File: src/rtl/demosaic_g_interp_gen2.sv
// Edge-directed green interpolator for Bayer R/B sites, four-stage pipeline with frame/line markers.
// Optional macro DEMOSAIC_GRAD_THRESH_EN adds a THRESH input that widens the averaging band.
module demosaic_g_interp_gen2 #(
    parameter int DW      = 8,
    parameter int COLS    = 512,
    parameter int LINES   = 768,
    parameter int PATTERN = 0
) (
    input  logic              INCLK,
    input  logic              RSTN,
    input  logic              IN_EN,
    input  logic              SOF,
    input  logic [DW-1:0]     UU,
    input  logic [DW-1:0]     UPDATA,
    input  logic [DW-1:0]     MID,
    input  logic [DW-1:0]     DOWNDATA,
    input  logic [DW-1:0]     DD,
    input  logic [DW-1:0]     LL,
    input  logic [DW-1:0]     LEFTDATA,
    input  logic [DW-1:0]     RIGHTDATA,
    input  logic [DW-1:0]     RR,
`ifdef DEMOSAIC_GRAD_THRESH_EN
    input  logic [DW+2:0]     THRESH,
`endif
    output logic              O_EN,
    output logic [3*DW-1:0]   O_DATA,
    output logic [1:0]        O_SITE,
    output logic              O_EOL,
    output logic              O_EOF
);

    localparam int SW = DW + 3;
    localparam int CW = (COLS > 1) ? $clog2(COLS) : 1;
    localparam int LW = (LINES > 1) ? $clog2(LINES) : 1;
    localparam logic [CW-1:0] COL_LAST  = CW'(COLS - 1);
    localparam logic [LW-1:0] LINE_LAST = LW'(LINES - 1);
    // Parity of the R pixel inside the 2x2 CFA tile; B sits on the opposite parity in both axes.
    localparam logic R_LINE = 1'((PATTERN / 2) % 2);
    localparam logic R_COL  = 1'(PATTERN % 2);

    typedef enum logic [1:0] {
        SITE_B = 2'b00,
        SITE_G = 2'b01,
        SITE_R = 2'b10
    } site_e;

    logic [CW-1:0] col_q, col_d, posCol;
    logic [LW-1:0] line_q, line_d, posLine;
    logic          sofHit, lastCol, lastLine;
    site_e         site;

    logic [DW-1:0]        absH, absV, halfH, halfV;
    logic signed [SW-1:0] lapH, lapV;

    logic                 v1_q, eol1_q, eof1_q;
    site_e                site1_q;
    logic [DW-1:0]        absH1_q, absV1_q, halfH1_q, halfV1_q, mid1_q;
    logic signed [SW-1:0] lapH1_q, lapV1_q;

    logic [SW-1:0]        absLapH, absLapV, dH, dV;
    logic signed [SW-1:0] gH, gV;

    logic                 v2_q, eol2_q, eof2_q;
    site_e                site2_q;
    logic [DW-1:0]        mid2_q;
    logic [SW-1:0]        dH2_q, dV2_q;
    logic signed [SW-1:0] gH2_q, gV2_q;

    logic signed [SW:0]   gSum;
    logic signed [SW-1:0] gAvg, gSel;
    logic                 useAvg;

    logic                 v3_q, eol3_q, eof3_q;
    site_e                site3_q;
    logic [DW-1:0]        mid3_q;
    logic signed [SW-1:0] g3_q;

    logic [DW-1:0]        gClamp;
    logic [3*DW-1:0]      outData;

    // A qualified SOF forces the current pixel to (0,0) and the counters continue from there.
    always_comb begin
        sofHit   = SOF & IN_EN;
        posCol   = sofHit ? '0 : col_q;
        posLine  = sofHit ? '0 : line_q;
        lastCol  = (posCol == COL_LAST);
        lastLine = (posLine == LINE_LAST);
        col_d    = col_q;
        line_d   = line_q;
        if (IN_EN) begin
            col_d = lastCol ? '0 : posCol + CW'(1);
            if (lastCol) begin
                line_d = lastLine ? '0 : posLine + LW'(1);
            end else begin
                line_d = posLine;
            end
        end
        if ((posLine[0] == R_LINE) && (posCol[0] == R_COL)) begin
            site = SITE_R;
        end else if ((posLine[0] != R_LINE) && (posCol[0] != R_COL)) begin
            site = SITE_B;
        end else begin
            site = SITE_G;
        end
    end

    always_comb begin
        absH  = (LEFTDATA >= RIGHTDATA) ? LEFTDATA - RIGHTDATA : RIGHTDATA - LEFTDATA;
        absV  = (UPDATA >= DOWNDATA) ? UPDATA - DOWNDATA : DOWNDATA - UPDATA;
        lapH  = $signed({2'b00, MID, 1'b0}) - $signed({3'b000, LL}) - $signed({3'b000, RR});
        lapV  = $signed({2'b00, MID, 1'b0}) - $signed({3'b000, UU}) - $signed({3'b000, DD});
        halfH = DW'(({1'b0, LEFTDATA} + {1'b0, RIGHTDATA}) >> 1);
        halfV = DW'(({1'b0, UPDATA} + {1'b0, DOWNDATA}) >> 1);
    end

    always_comb begin
        absLapH = lapH1_q[SW-1] ? $unsigned(-lapH1_q) : $unsigned(lapH1_q);
        absLapV = lapV1_q[SW-1] ? $unsigned(-lapV1_q) : $unsigned(lapV1_q);
        dH      = {3'b000, absH1_q} + absLapH;
        dV      = {3'b000, absV1_q} + absLapV;
        gH      = $signed({3'b000, halfH1_q}) + (lapH1_q >>> 2);
        gV      = $signed({3'b000, halfV1_q}) + (lapV1_q >>> 2);
    end

    // The average is floored, so a negative odd sum rounds toward minus infinity.
    always_comb begin
        gSum = $signed({gH2_q[SW-1], gH2_q}) + $signed({gV2_q[SW-1], gV2_q});
        gAvg = SW'(gSum >>> 1);
`ifdef DEMOSAIC_GRAD_THRESH_EN
        useAvg = (((dH2_q >= dV2_q) ? dH2_q - dV2_q : dV2_q - dH2_q) <= THRESH);
`else
        useAvg = (dH2_q == dV2_q);
`endif
        if (useAvg) begin
            gSel = gAvg;
        end else if (dH2_q < dV2_q) begin
            gSel = gH2_q;
        end else begin
            gSel = gV2_q;
        end
    end

    always_comb begin
        if (g3_q[SW-1]) begin
            gClamp = '0;
        end else if (|g3_q[SW-2:DW]) begin
            gClamp = '1;
        end else begin
            gClamp = g3_q[DW-1:0];
        end
        case (site3_q)
            SITE_R:  outData = {mid3_q, gClamp, {DW{1'b0}}};
            SITE_B:  outData = {{DW{1'b0}}, gClamp, mid3_q};
            default: outData = {{DW{1'b0}}, mid3_q, {DW{1'b0}}};
        endcase
    end

    // Free-running pipeline: valids shift every cycle, so bubbles travel with the data.
    always_ff @(posedge INCLK or negedge RSTN) begin
        if (!RSTN) begin
            col_q    <= '0;
            line_q   <= '0;
            v1_q     <= 1'b0;
            absH1_q  <= '0;
            absV1_q  <= '0;
            halfH1_q <= '0;
            halfV1_q <= '0;
            lapH1_q  <= '0;
            lapV1_q  <= '0;
            mid1_q   <= '0;
            site1_q  <= SITE_B;
            eol1_q   <= 1'b0;
            eof1_q   <= 1'b0;
            v2_q     <= 1'b0;
            dH2_q    <= '0;
            dV2_q    <= '0;
            gH2_q    <= '0;
            gV2_q    <= '0;
            mid2_q   <= '0;
            site2_q  <= SITE_B;
            eol2_q   <= 1'b0;
            eof2_q   <= 1'b0;
            v3_q     <= 1'b0;
            g3_q     <= '0;
            mid3_q   <= '0;
            site3_q  <= SITE_B;
            eol3_q   <= 1'b0;
            eof3_q   <= 1'b0;
            O_EN     <= 1'b0;
            O_DATA   <= '0;
            O_SITE   <= 2'b00;
            O_EOL    <= 1'b0;
            O_EOF    <= 1'b0;
        end else begin
            col_q    <= col_d;
            line_q   <= line_d;
            v1_q     <= IN_EN;
            absH1_q  <= absH;
            absV1_q  <= absV;
            halfH1_q <= halfH;
            halfV1_q <= halfV;
            lapH1_q  <= lapH;
            lapV1_q  <= lapV;
            mid1_q   <= MID;
            site1_q  <= site;
            eol1_q   <= lastCol;
            eof1_q   <= lastCol & lastLine;
            v2_q     <= v1_q;
            dH2_q    <= dH;
            dV2_q    <= dV;
            gH2_q    <= gH;
            gV2_q    <= gV;
            mid2_q   <= mid1_q;
            site2_q  <= site1_q;
            eol2_q   <= eol1_q;
            eof2_q   <= eof1_q;
            v3_q     <= v2_q;
            g3_q     <= gSel;
            mid3_q   <= mid2_q;
            site3_q  <= site2_q;
            eol3_q   <= eol2_q;
            eof3_q   <= eof2_q;
            O_EN     <= v3_q;
            O_EOL    <= v3_q & eol3_q;
            O_EOF    <= v3_q & eof3_q;
            if (v3_q) begin
                O_DATA <= outData;
                O_SITE <= site3_q;
            end
        end
    end

endmodule
File: config.mk
export PLATFORM = sky130hd
export DESIGN_NAME = demosaic_g_interp_gen2
export DESIGN_NICKNAME = d
export VERILOG_FILES = /design/src/rtl/demosaic_g_interp_gen2.sv
export SDC_FILE = /design/constraint.sdc
export NUM_CORES = 1
export LEC_CHECK = 0
export ABC_AREA = 1
export CAP_MARGIN = 20
export CELL_PAD_IN_SITES_DETAIL_PLACEMENT = 2
export CELL_PAD_IN_SITES_GLOBAL_PLACEMENT = 2
export CORE_MARGIN = 1.5
export CORE_UTILIZATION = 38
export DETAILED_ROUTE_END_ITERATION = 10
export PLACE_DENSITY = 0.94
export SETUP_SLACK_MARGIN = 0.05
export SYNTH_ARGS = -nofsm -noshare
export SYNTH_HDL_FRONTEND = slang
export SYNTH_SLANG_ARGS = --single-unit
File: constraint.sdc
create_clock -name INCLK -period 3.3 [get_ports INCLK]
set_clock_uncertainty 0.05 [all_clocks]
set_input_delay 0.33 -clock INCLK [delete_from_list [all_inputs] [get_ports INCLK]]
set_output_delay 0.33 -clock INCLK [all_outputs]
set_load 0.03 [all_outputs]
==> summary.md <==
| Metric | Value |
|---|---|
| Status | finished, final reports clean |
| Final Hold Viols | 0 |
| Maximum fanout along the worst path | 4 |
| Skew-Pair Late Insertion Delay | around 0.46 ns |
| Switching power total | between 6 and 7 mW |
| Drc violations | 0 |
| Die Y | 185 um |
| Max Cap Violations | 0 |
| Commonest non-fill, non-tap cell in the layout | nand2_1 |
| CTS buffer count | 17 |
| Full die area | ~34000 sq um |
| Tot Pwr | 12.5 mW |
| Hold slack final | roughly 0.3 ns |
| Switching part of the total power | 0.506 |
| Routed wire per std cell | roughly 26 um |
| Largest net degree at the start of global routing | 74 |
| Core area | roughly 32000 sq um |
| Synthesis-to-layout area growth | 17.5% |
| Finished layout cell area | roughly 15000 sq um |
| Initial DRC Count | 596 |
| Syn_area_per_cell | about 8 sq um |
| Register area share after synthesis | 0.386 |
| Ports | ~110 |
| CP Launch Type | flip-flop |
| Setup violators final | 0 |
| Detailed Routing Iterations Pass 1 | 5 |
| Number of synthesized register bits | a little under 200 |
| Data arrival, critical path | approximately 3.5 ns |
| Critical Path RT | around 3.6 ns |
| Critical Path Start | lapH1_q[0] |
| First-pass GRT wire length | around 84 mm |
| Vias in the first global route | 14.0k |
| CTS tree | built |
| Global route overflow | 0 |
| Total detailed-routing wirelength | between 50 and 60 mm |
| Logic pwr share | 0.535 |
| Filler Cells Inserted | between 3k and 4k |
| Initial antenna violation count | 0 |
| Storage element area | approximately 4800 sq um |
| Area of the multi-input gates | about 6600 sq um |
| Dpl hpwl | about 38 mm |
| Worst-path clk slew | approximately 0.090 ns |
| RSZ-0062 raised after global routing | no |
| Mean number of vias per cell | between 5 and 6 |
| Hold wc startpoint | eof1_q |
| Starting density of the core | 0.386 |
| Clock Tree Root | clkbuf_16 |
| Slew Limit Headroom | 0.366 |
| LEAKAGE | between 7 and 8 nW |
| Port Buf Inserts | 104 |
| Placed cell count | 2082 |
| Worst-Margin Slew | approximately 0.95 ns |
| Die W | 185 um |
| Placed cell area | 14100 sq um |
| Row cnt | 66 |
| Synthesized area | approximately 13000 sq um |
| GP Congestion | 0.862 |
| Final std cells w/o fill | 2116 |
| Tcrit/Tclk final | 0.963 |
| CP Capture Type | flip-flop |
| Slew Viols, Final | 0 |
| Nets@finish | around 1.9k |
| Worst VDD drop | about 0.44 mV |
| Share of layout cells above drive strength 1 | 0.0454 |
| H-tree depth | 4 |
| Vias | about 12k |
| Max Root-Sink Buffers | 2 |
| Post-route ant nets | 0 |
| PD cells | about 850 nW/um^2 |
| Hold Path Class | flip-flop to flip-flop |
| Clock power share | 0.176 |
| CP Class | flip-flop to flip-flop |
| Most frequent cells in the layout | nand2_1 (396), inv_1 (247), dfrtp_1 (193), ha_1 (134), clkdlybuf4s50_1 (103) |
| Sequential power share | 0.289 |
| Int Power | 6.19 mW |
| Fin crit period | around 3.2 ns |
| Worst r2r src | lapH1_q[0] |
| Cell variety after synth | 40 |
| GRT Overall Usage | 0.332 |
| Syn Nets | about 1.8k |
| Clk sink count | between 150 and 200 |
| Fmax | roughly 0.31 GHz |
| Synthesized instance count | 1548 |
| Synthesis Warnings | 0 |
==> metrics by stage <==
| step | utilization | worst slack [ns] | TNS, ns |
|---|---|---|---|
| after floorplan | - | 0.782 | 0 |
| after global placement | 0.434 | 0.182 | 0 |
| after detailed placement | 0.434 | -0.0785 | -0.249 |
| after CTS | 0.453 | 0.0721 | 0 |
| after global routing | 0.453 | 0.0510 | 0 |
| final | 0.453 | 0.121 | 0 |
==> synth_stat cells <==
| cell | count | area share |
|---|---|---|
| buf_1 | 1 | 0.00030 |
| nand2_1 | 396 | 0.12 |
| nor2_1 | 81 | 0.024 |
| o21ai_0 | 54 | 0.022 |
| o21bai_1 | 6 | 0.0036 |
| clkbuf_1 | 6 | 0.0018 |
| o21ai_1 | 12 | 0.0048 |
| o221ai_1 | 8 | 0.0056 |
| a21boi_0 | 2 | 0.0012 |
| a31oi_1 | 9 | 0.0045 |
| inv_2 | 9 | 0.0027 |
| xnor2_1 | 21 | 0.015 |
| nor3_1 | 8 | 0.0032 |
| and3_1 | 1 | 0.00050 |
| nor2_2 | 3 | 0.0015 |
| ha_1 | 134 | 0.13 |
| and2_1 | 1 | 0.00050 |
| nand4_2 | 1 | 0.0010 |
| inv_1 | 247 | 0.074 |
| nor3_2 | 4 | 0.0032 |
| nand2_2 | 3 | 0.0015 |
| or2_2 | 5 | 0.0025 |
| dfrtp_1 | 193 | 0.39 |
| o31ai_1 | 1 | 0.00060 |
| buf_2 | 8 | 0.0032 |
| buf_6 | 2 | 0.0018 |
| nor3_4 | 1 | 0.0013 |
| buf_4 | 4 | 0.0024 |
| nand2_4 | 1 | 0.00090 |
| xor2_1 | 77 | 0.054 |
| nand3_2 | 3 | 0.0024 |
| fa_1 | 15 | 0.024 |
| nand4_1 | 27 | 0.013 |
| o22ai_1 | 5 | 0.0025 |
| nand3_1 | 92 | 0.037 |
| o211ai_1 | 6 | 0.0036 |
| a21o_1 | 6 | 0.0036 |
| a21oi_1 | 90 | 0.036 |
| nand3b_1 | 2 | 0.0012 |
| clkinv_1 | 3 | 0.00090 |
==> power groups by stage <==
stage / sequential (mW) / combinational [mW] / clock (mW)
after floorplan: 3.42 / 3.85 / 0
after global placement: 3.50 / 5.19 / 0
after detailed placement: 3.59 / 5.99 / 0
after CTS: 3.60 / 6.57 / 2.21
after global routing: 3.64 / 7.14 / 2.29
final: 3.62 / 6.71 / 2.21
==> state kept, by name, summed over array words and instances, names as in the netlist, 9 cells and up <==
register	flops
O_DATA	24
dH2_q	11
dV2_q	11
lapH1_q	11
lapV1_q	11
g3_q	10
gH2_q	10
gV2_q	10
line_q	10
col_q	9
==> critical path, stage by stage, from the launching register on <==
cell	delay (ns)
dfrtp_1	0.50
inv_1	0.15
ha_1	0.21
inv_1	0.10
nor3_2	0.28
nand2_1	0.15
nand2_1	0.13
xnor2_1	0.12
ha_1	0.42
nand2_1	0.13
nor2_1	0.19
nand2_1	0.10
nand2_1	0.11
nand2_1	0.07
nand2_1	0.11
nand2_1	0.08
nand2_1	0.08
nand2_1	0.07
==> final timing paths <==
check / end / depth (start not counted) / slack [ns]
worst min register to register: eof2_q / 0 / 0.31
max in group asynchronous: gV2_q[8] / 3 / 1.80
worst max register to register: dH2_q[9] / 17 / 0.12
worst min-delay path: eof2_q / 0 / 0.31
min in group asynchronous: O_DATA[3] / 2 / 0.42
worst max-delay path: dH2_q[9] / 17 / 0.12
==> cell type report <==
class / count / share of cell area
Multi-Input combinational cell: 1075 / 0.450
Inverter: 259 / 0.0661
Sequential cell: 193 / 0.328
Clock buffer: 18 / 0.0299
Timing Repair Buffer: 114 / 0.0771
Clock inverter: 14 / 0.0111
Tap cell: 442 / 0.0376
Antenna cell: 1 / 0.000170
==> cells by family (layout without fill, tap and decap cells) <==
logic type      Yosys count  count (layout)  share of synthesized area
fa+ha+maj               149             149                      0.158
simple gates            629             629                      0.213
other cells               0               1                          0
flops                   193             193                      0.386
compound gates          199             199                     0.0876
buf+inv                 280             405                     0.0872
xor+xnor                 98              98                     0.0686
==> per-layer routing <==
| metal | vias to the layer above | wire length [um] | part of all wire | track usage |
|---|---|---|---|---|
| met5 | - | 0 | 0 | 0 |
| met4 | 0 | 3680 | 0.067 | 0.217 |
| met3 | 219 | 1900 | 0.035 | 0.0537 |
| met2 | 408 | 29000 | 0.53 | 0.616 |
| met1 | 6110 | 20300 | 0.37 | 0.346 |
| li1 | 5159 | - | - | - |
==> what timing repair did <==
item / 4_1_cts / 5_1_grt
setup buffers: 0 / 0
hold endpoints to repair: 70 / 0
hold buffers: 1 / 0
resized for setup: 0 / 5
endpoints found under the setup margin: 0 / 8
No activity file was read; power rests on OpenSTA's default activity.
